`src/rtl/lcd_pkg.sv`:
```
// Shared definitions for the LCD write engine.
// Contents:
//   state_t        FSM state encoding
//   LCD_INIT_*     HD44780 init command bytes, in the order they are issued
//   LCD_CMD_*      DDRAM address command base and the row-1 offset
//   lcd_req_t      layout of one buffered write request {pos, chr}
//   init_byte()    returns init command number idx
//   ddram_addr()   builds the set-DDRAM-address command for a row/column position
package lcd_pkg;

    typedef enum logic [3:0] {
        S_PWRUP       = 4'd0,
        S_INIT_SETUP  = 4'd1,
        S_INIT_PULSE  = 4'd2,
        S_INIT_SETTLE = 4'd3,
        S_IDLE        = 4'd4,
        S_ADDR_SETUP  = 4'd5,
        S_ADDR_PULSE  = 4'd6,
        S_ADDR_SETTLE = 4'd7,
        S_DATA_SETUP  = 4'd8,
        S_DATA_PULSE  = 4'd9,
        S_DATA_SETTLE = 4'd10
    } state_t;

    localparam logic [7:0] LCD_INIT_FUNC  = 8'h38;  // 8-bit bus, 2 lines
    localparam logic [7:0] LCD_INIT_DISP  = 8'h0C;  // display on, cursor off
    localparam logic [7:0] LCD_INIT_ENTRY = 8'h06;  // increment, no shift
    localparam logic [7:0] LCD_INIT_CLEAR = 8'h01;  // clear display (long settle)

    localparam logic [7:0] LCD_CMD_SET_DDRAM = 8'h80;
    localparam logic [7:0] LCD_ROW1_OFF      = 8'h40;

    localparam int unsigned REQ_W = 13;

    typedef struct packed {
        logic [4:0] pos;
        logic [7:0] chr;
    } lcd_req_t;

    function automatic logic [7:0] init_byte(input logic [1:0] idx);
        logic [7:0] b;
        case (idx)
            2'd0:    b = LCD_INIT_FUNC;
            2'd1:    b = LCD_INIT_DISP;
            2'd2:    b = LCD_INIT_ENTRY;
            default: b = LCD_INIT_CLEAR;
        endcase
        return b;
    endfunction

    function automatic logic [7:0] ddram_addr(input logic [4:0] pos);
        return LCD_CMD_SET_DDRAM | (pos[4] ? LCD_ROW1_OFF : 8'h00) | {4'h0, pos[3:0]};
    endfunction

endpackage

```
`src/rtl/lcd_req_fifo.sv`:
```
// Request FIFO for the LCD write engine.
// Ports:
//   clk_sys  in   clock, all state on rising edge
//   rst_b    in   asynchronous active-low reset; empties the FIFO
//   push     in   write wdata (ignored while full)
//   pop      in   advance the read pointer (ignored while empty)
//   wdata    in   entry to store
//   rdata    out  head entry, valid while !empty
//   count    out  registered occupancy
//   full     out  count == DEPTH
//   empty    out  count == 0
module lcd_req_fifo #(
    parameter int unsigned WIDTH = 13,
    parameter int unsigned DEPTH = 4
) (
    input  logic                       clk_sys,
    input  logic                       rst_b,
    input  logic                       push,
    input  logic                       pop,
    input  logic [WIDTH-1:0]           wdata,
    output logic [WIDTH-1:0]           rdata,
    output logic [$clog2(DEPTH+1)-1:0] count,
    output logic                       full,
    output logic                       empty
);

    localparam int unsigned PTR_W = $clog2(DEPTH);
    localparam int unsigned CNT_W = $clog2(DEPTH + 1);

    logic [WIDTH-1:0] mem [DEPTH];
    logic [PTR_W-1:0] wr_ptr;
    logic [PTR_W-1:0] rd_ptr;
    logic             push_ok;
    logic             pop_ok;

    assign full    = (count == CNT_W'(DEPTH));
    assign empty   = (count == '0);
    assign push_ok = push & ~full;
    assign pop_ok  = pop & ~empty;
    assign rdata   = mem[rd_ptr];

    // DEPTH is a power of two, so the pointers wrap on their own.
    always_ff @(posedge clk_sys or negedge rst_b) begin
        if (!rst_b) begin
            wr_ptr <= '0;
            rd_ptr <= '0;
            count  <= '0;
        end else begin
            if (push_ok) wr_ptr <= wr_ptr + 1'b1;
            if (pop_ok)  rd_ptr <= rd_ptr + 1'b1;
            case ({push_ok, pop_ok})
                2'b10:   count <= count + 1'b1;
                2'b01:   count <= count - 1'b1;
                default: count <= count;
            endcase
        end
    end

    always_ff @(posedge clk_sys) begin
        if (push_ok) mem[wr_ptr] <= wdata;
    end

endmodule

```
`src/rtl/lcd_write_engine.sv`:
```
// HD44780 write engine for the DE2 16x2 LCD.
// Buffers (position, character) requests, runs the power-up/init sequence, then
// replays each request as a set-DDRAM-address command followed by a data write.
// Ports:
//   CLOCK_50   in   system clock
//   reset      in   asynchronous active-low reset
//   wr_valid   in   request strobe, taken when wr_valid & wr_ready
//   wr_pos     in   [4] row, [3:0] column
//   wr_char    in   character code
//   wr_ready   out  request FIFO not full
//   init_done  out  init sequence finished (sticky until reset)
//   busy       out  FSM not idle or requests pending
//   LCD_ON, LCD_BLON, LCD_RW   constant pad levels
//   LCD_EN, LCD_RS, LCD_DATA   registered LCD bus
//
// state          | meaning
// ---------------+--------------------------------------------------------
// S_PWRUP        | post-reset wait, EN low
// S_INIT_SETUP   | init byte on DATA, RS=0, EN low
// S_INIT_PULSE   | EN high
// S_INIT_SETTLE  | EN low; clear uses the long settle, others the short one
// S_IDLE         | waiting for a request; pops the head when one is present
// S_ADDR_SETUP   | DDRAM address on DATA, RS=0, EN low
// S_ADDR_PULSE   | EN high
// S_ADDR_SETTLE  | EN low, command settle
// S_DATA_SETUP   | character on DATA, RS=1, EN low
// S_DATA_PULSE   | EN high
// S_DATA_SETTLE  | EN low, command settle, then back to idle
module lcd_write_engine
    import lcd_pkg::*;
#(
    parameter int unsigned FIFO_DEPTH = 4,
    parameter int unsigned PWRUP_CYC  = 750000,
    parameter int unsigned EN_CYC     = 16,
    parameter int unsigned SETUP_CYC  = 4,
    parameter int unsigned CMD_CYC    = 2000,
    parameter int unsigned CLEAR_CYC  = 82000
) (
    input  logic       CLOCK_50,
    input  logic       reset,
    input  logic       wr_valid,
    input  logic [4:0] wr_pos,
    input  logic [7:0] wr_char,
    output logic       wr_ready,
    output logic       init_done,
    output logic       busy,
    output logic       LCD_ON,
    output logic       LCD_BLON,
    output logic       LCD_RW,
    output logic       LCD_EN,
    output logic       LCD_RS,
    output logic [7:0] LCD_DATA
);

    localparam int unsigned CNT_MAX = (PWRUP_CYC > CLEAR_CYC) ? PWRUP_CYC : CLEAR_CYC;
    localparam int unsigned CNT_W   = $clog2(CNT_MAX + 1);
    localparam int unsigned FCNT_W  = $clog2(FIFO_DEPTH + 1);

    // Counter runs up from zero after every state change; each phase ends on N-1.
    localparam logic [CNT_W-1:0] T_PWRUP = CNT_W'(PWRUP_CYC - 1);
    localparam logic [CNT_W-1:0] T_SETUP = CNT_W'(SETUP_CYC - 1);
    localparam logic [CNT_W-1:0] T_EN    = CNT_W'(EN_CYC - 1);
    localparam logic [CNT_W-1:0] T_CMD   = CNT_W'(CMD_CYC - 1);
    localparam logic [CNT_W-1:0] T_CLEAR = CNT_W'(CLEAR_CYC - 1);

    state_t            state;
    state_t            state_nxt;
    logic [CNT_W-1:0]  cnt;
    logic [1:0]        init_idx;
    logic [1:0]        init_idx_nxt;
    logic [7:0]        char_q;
    logic [7:0]        char_nxt;
    logic              en_q;
    logic              en_nxt;
    logic              rs_q;
    logic              rs_nxt;
    logic [7:0]        data_q;
    logic [7:0]        data_nxt;
    logic              init_done_q;
    logic              init_done_nxt;
    logic              pop;
    logic [CNT_W-1:0]  init_settle_t;

    logic [REQ_W-1:0]  head_bits;
    lcd_req_t          head;
    logic [FCNT_W-1:0] fifo_count;
    logic              fifo_full;
    logic              fifo_empty;

    lcd_req_fifo #(
        .WIDTH (REQ_W),
        .DEPTH (FIFO_DEPTH)
    ) u_fifo (
        .clk_sys (CLOCK_50),
        .rst_b   (reset),
        .push    (wr_valid),
        .pop     (pop),
        .wdata   ({wr_pos, wr_char}),
        .rdata   (head_bits),
        .count   (fifo_count),
        .full    (fifo_full),
        .empty   (fifo_empty)
    );

    assign head          = lcd_req_t'(head_bits);
    assign init_settle_t = (init_idx == 2'd3) ? T_CLEAR : T_CMD;

    always_ff @(posedge CLOCK_50 or negedge reset) begin
        if (!reset) begin
            state       <= S_PWRUP;
            cnt         <= '0;
            init_idx    <= 2'd0;
            char_q      <= 8'h00;
            en_q        <= 1'b0;
            rs_q        <= 1'b0;
            data_q      <= 8'h00;
            init_done_q <= 1'b0;
        end else begin
            state       <= state_nxt;
            init_idx    <= init_idx_nxt;
            char_q      <= char_nxt;
            en_q        <= en_nxt;
            rs_q        <= rs_nxt;
            data_q      <= data_nxt;
            init_done_q <= init_done_nxt;
            // Held at zero in IDLE so an arbitrarily long idle never wraps it.
            if (state_nxt != state || state == S_IDLE) cnt <= '0;
            else                                       cnt <= cnt + 1'b1;
        end
    end

    always_comb begin
        state_nxt     = state;
        init_idx_nxt  = init_idx;
        char_nxt      = char_q;
        en_nxt        = en_q;
        rs_nxt        = rs_q;
        data_nxt      = data_q;
        init_done_nxt = init_done_q;
        pop           = 1'b0;

        case (state)
            S_PWRUP: begin
                if (cnt == T_PWRUP) begin
                    state_nxt = S_INIT_SETUP;
                    rs_nxt    = 1'b0;
                    data_nxt  = init_byte(init_idx);
                end
            end
            S_INIT_SETUP: begin
                if (cnt == T_SETUP) begin
                    state_nxt = S_INIT_PULSE;
                    en_nxt    = 1'b1;
                end
            end
            S_INIT_PULSE: begin
                if (cnt == T_EN) begin
                    state_nxt = S_INIT_SETTLE;
                    en_nxt    = 1'b0;
                end
            end
            S_INIT_SETTLE: begin
                if (cnt == init_settle_t) begin
                    if (init_idx == 2'd3) begin
                        state_nxt     = S_IDLE;
                        init_done_nxt = 1'b1;
                    end else begin
                        state_nxt    = S_INIT_SETUP;
                        init_idx_nxt = init_idx + 2'd1;
                        data_nxt     = init_byte(init_idx + 2'd1);
                    end
                end
            end
            S_IDLE: begin
                if (init_done_q && !fifo_empty) begin
                    pop       = 1'b1;
                    state_nxt = S_ADDR_SETUP;
                    rs_nxt    = 1'b0;
                    data_nxt  = ddram_addr(head.pos);
                    char_nxt  = head.chr;
                end
            end
            S_ADDR_SETUP: begin
                if (cnt == T_SETUP) begin
                    state_nxt = S_ADDR_PULSE;
                    en_nxt    = 1'b1;
                end
            end
            S_ADDR_PULSE: begin
                if (cnt == T_EN) begin
                    state_nxt = S_ADDR_SETTLE;
                    en_nxt    = 1'b0;
                end
            end
            S_ADDR_SETTLE: begin
                if (cnt == T_CMD) begin
                    state_nxt = S_DATA_SETUP;
                    rs_nxt    = 1'b1;
                    data_nxt  = char_q;
                end
            end
            S_DATA_SETUP: begin
                if (cnt == T_SETUP) begin
                    state_nxt = S_DATA_PULSE;
                    en_nxt    = 1'b1;
                end
            end
            S_DATA_PULSE: begin
                if (cnt == T_EN) begin
                    state_nxt = S_DATA_SETTLE;
                    en_nxt    = 1'b0;
                end
            end
            S_DATA_SETTLE: begin
                if (cnt == T_CMD) state_nxt = S_IDLE;
            end
            default: begin
                state_nxt = S_PWRUP;
                en_nxt    = 1'b0;
            end
        endcase
    end

    assign wr_ready  = ~fifo_full;
    assign init_done = init_done_q;
    assign busy      = (state != S_IDLE) || (fifo_count != '0);
    assign LCD_ON    = 1'b1;
    assign LCD_BLON  = 1'b1;
    assign LCD_RW    = 1'b0;
    assign LCD_EN    = en_q;
    assign LCD_RS    = rs_q;
    assign LCD_DATA  = data_q;

endmodule

```
`config.mk`:
```
export PLATFORM = sky130hd
export DESIGN_NAME = lcd_write_engine
export DESIGN_NICKNAME = d
export VERILOG_FILES = /design/src/rtl/lcd_pkg.sv /design/src/rtl/lcd_req_fifo.sv /design/src/rtl/lcd_write_engine.sv
export SDC_FILE = /design/constraint.sdc
export NUM_CORES = 1
export LEC_CHECK = 0
export CORE_UTILIZATION = 45
export CTS_BUF_LIST = sky130_fd_sc_hd__clkbuf_2 sky130_fd_sc_hd__clkbuf_4 sky130_fd_sc_hd__clkbuf_8
export CTS_CLUSTER_SIZE = 16
export DETAILED_ROUTE_END_ITERATION = 6
export GPL_TIMING_DRIVEN = 0
export SETUP_SLACK_MARGIN = 0.4
export SYNTH_ARGS = -nofsm -noshare
export SYNTH_HDL_FRONTEND = slang
export SYNTH_SLANG_ARGS = --single-unit
```
`constraint.sdc`:
```
create_clock -name CLOCK_50 -period 3.5 [get_ports CLOCK_50]
set_clock_uncertainty 0.2 [all_clocks]
set_input_delay 1.05 -clock CLOCK_50 [delete_from_list [all_inputs] [get_ports CLOCK_50]]
set_output_delay 1.05 -clock CLOCK_50 [all_outputs]
set_load 0.1 [all_outputs]
```
==> flow_metrics.tcl <==
set metrics [dict create \
    htreeDepth 3 \
    crit_chain "nor4b_4 -> nand3b_1 -> clkdlybuf4s15_2" \
    synth_async_sr_flop_share 0.500 \
    synthCells 399 \
    slowest_stage "dfrtp_1" \
    synth_cell_type_count 73 \
    root_buffer "clkbuf_8" \
    rsz0062_at_grt "false" \
    p_leak_nw 2.40 \
    p_per_area_nw_per_um2 443 \
    ios 32 \
    die_height_um 110 \
    finalCoreUtilization 0.534 \
    tightest_slew_ns 0.967 \
    nFillCells 990 \
    tritoncts "yes" \
    start_util 0.470 \
    syn_to_final_growth_pct 13.5 \
    cts_sinks 104 \
    drt_pass1_iterations 5 \
    grt-ovfl-total 0 \
    wirelength_mm 10.5 \
    coreArea_um2 11100 \
    die_w_um 110 \
    vias 3287 \
    cts_buffers 9 \
    vias_per_cell 5.61 \
    path_clk_slew_ns 0.11 \
    status "finished clean" \
    setup.worst_path.end_class "primary output" \
    remaining_drc_errors 0 \
    rows 38 \
    synth-seq-cells 104 \
    grt_pass1_wl_mm 17.3 \
    place_inst 569 \
    slowest_delay_ns 0.49 \
    drv_cap 0 \
    seq_area_frac_synth 0.549 \
    hold_viol 0 \
    antenna_found_initial 0 \
    hold_slack_ns 0.303 \
    port_buffers 28 \
    antenna_cells 0 \
    setup_viol 0 \
    period_share 0.862 \
    wire_per_inst_um 17.8 \
    fin_ws_ns 0.482 \
    antenna_left 0 \
    synthFlopType "edfxtp_1" \
    drt_iter0_markers 241 \
    clock_path_buffers 2 \
    cp.arrival_ns 1.77 \
    finalNonFillerCells 586 \
    peakVddDrop_mv 0.469 \
    hold_class "reg -> reg" \
    drive_above_1_share 0.222 \
    layout_min_cycle_time_ns 3.02 \
    slew_viol_final 0 \
    cp_data_required_time_ns 2.25 \
    setup-tns-final_ns 0 \
    gp_congestion 0.852 \
    syn_area_per_cell_um2 13.1 \
    dp.final_hpwl_mm 7.45 \
    grt_pass1_vias 3316 \
    yosys_warnings 0 \
    grt_use_total 0.195 \
    crit_type "reg -> out" \
    path_max_fanout 7 \
    nets 470 \
    die_area_um2 12000 \
    max_slew_margin 0.358 \
    grt_max_degree 31 \
    dp_slack_ns -0.250 \
    clk_latency_ns 0.37 \
    syn_area_um2 5210 \
    crit_path_start_kind "flip-flop" \
    max_freq_ghz 0.331 \
    synth_edf_count 52 \
]
==> Yosys cell counts (2+ instances only) <==
| library cell | count | share of area |
|---|---|---|
| mux2_2 | 12 | 0.026 |
| nor4_1 | 2 | 0.0024 |
| xor2_1 | 10 | 0.017 |
| mux4_2 | 13 | 0.056 |
| ha_1 | 12 | 0.029 |
| o311a_1 | 2 | 0.0038 |
| mux2i_1 | 5 | 0.0096 |
| and3_1 | 8 | 0.0096 |
| a31oi_1 | 3 | 0.0036 |
| edfxtp_1 | 52 | 0.30 |
| nor2_1 | 28 | 0.020 |
| buf_1 | 2 | 0.0014 |
| a22o_1 | 3 | 0.0050 |
| buf_4 | 6 | 0.0086 |
| a21o_1 | 2 | 0.0029 |
| o21bai_1 | 2 | 0.0029 |
| a21oi_1 | 7 | 0.0067 |
| nand3_1 | 9 | 0.0086 |
| a211oi_1 | 4 | 0.0058 |
| nand2_1 | 30 | 0.022 |
| dfrtp_1 | 52 | 0.25 |
| inv_1 | 13 | 0.0094 |
| and4_1 | 2 | 0.0034 |
| nand2b_1 | 3 | 0.0036 |
| a211oi_2 | 11 | 0.026 |
| nand3b_1 | 3 | 0.0043 |
| clkbuf_1 | 7 | 0.0050 |
| and4_2 | 3 | 0.0058 |
| xnor2_1 | 15 | 0.025 |
| o31ai_2 | 2 | 0.0048 |
| buf_6 | 7 | 0.015 |
| a222oi_1 | 2 | 0.0038 |
| conb_1 | 2 | 0.0014 |
| o21ai_0 | 6 | 0.0058 |
| nor3_1 | 11 | 0.011 |
| nand4_1 | 5 | 0.0060 |
| buf_2 | 3 | 0.0029 |
| nor4_4 | 2 | 0.0082 |
| or4_1 | 2 | 0.0029 |
| nor4b_1 | 2 | 0.0034 |
| a221oi_1 | 2 | 0.0034 |
==> state kept, by name (all words and copies together), names as in the netlist, 3 cells and up <==
| name | cells |
|---|---|
| u_fifo.mem | 52 |
| cnt | 20 |
| LCD_DATA | 8 |
| char_q | 8 |
| state | 4 |
| u_fifo.count | 3 |
==> power breakdown <==
part / switching, mW / internal [mW]
logic: 0.215 / 0.108
clock network: 0.439 / 0.357
registers: 0.0540 / 1.45
==> kinds of logic after synthesis <==
family | count (synthesis) | share of synthesized area
AND/OR/NAND/NOR | 127 | 0.140
multiplexers | 31 | 0.0939
flip-flops | 104 | 0.549
other | 2 | 0.00144
AO/OA/AOI/OAI | 58 | 0.0975
XOR/XNOR | 25 | 0.0420
adder cells (fa/ha/maj) | 13 | 0.0327
buffers and inverters | 39 | 0.0435
==> through the flow <==
step                power (mW)  area [µm²]
floorplan                 1.74        5220
global placement          1.84        5670
detailed placement        1.86        5690
CTS                       2.66        5910
global route              2.75        5920
finish                    2.62        5920
==> per-layer routing <==
metal	GRT usage	up-vias	part of all wire
met5	0	-	0
met4	0.0486	0	0.011
met3	0.0415	10	0.043
met2	0.312	75	0.46
met1	0.271	1645	0.48
li1	-	1557	-
==> layout make-up <==
class | instances | area [µm²] | share of cell area
flip-flops and latches | 104 | 2860 | 0.484
clock inverters | 6 | 85.1 | 0.0144
plain buffers | 26 | 181 | 0.0307
repair buffers | 30 | 292 | 0.0493
well taps | 140 | 175 | 0.0296
multi-input cells | 257 | 2140 | 0.362
clock buffers | 10 | 131 | 0.0222
inverters | 13 | 48.8 | 0.00825
==> worst max-delay path: cells and delay by family (launching register included) <==
kind | cells | cell delay, ns
buffers and inverters | 1 | 0.48
flip-flops | 1 | 0.49
AND/OR/NAND/NOR | 2 | 0.42
==> final timing paths <==
path	startpoint	end	slack (ns)	cells after the start
worst min-delay path	LCD_DATA[6]	LCD_DATA[6]	0.30	1
worst min register to register	LCD_DATA[6]	LCD_DATA[6]	0.30	1
worst max-delay path	state[1]	busy	0.48	3
worst max register to register	state[1]	u_fifo.count[2]	0.63	10
max in group asynchronous	reset	cnt[14]	2.06	2
min in group asynchronous	reset	LCD_DATA[7]	0.46	1
==> timing repair <==
item,CTS,global route
hold buffers,0,0
endpoints found under the setup margin,16,3
setup buffers,1,0
gates resized for setup,19,3
pin swaps,1,0
==> placed cells by master, fill, tap and decap left out, drive strengths merged, types with 4 or more instances in the layout <==
master         count
o21ai              7
nand4              5
nor3              12
inv               16
and3               9
dfrtp             52
clkbuf            18
a211oi            15
and4               5
clkdlybuf4s50     14
a31oi              4
nand3             10
a22o               4
mux4              13
nor2              29
buf               21
xor2              10
nand2             30
a21oi              7
nor4               4
edfxtp            52
dlygate4sd2       11
ha                12
xnor2             15
mux2              13
mux2i              5
Note: power is estimated with default switching activity, not from simulation.
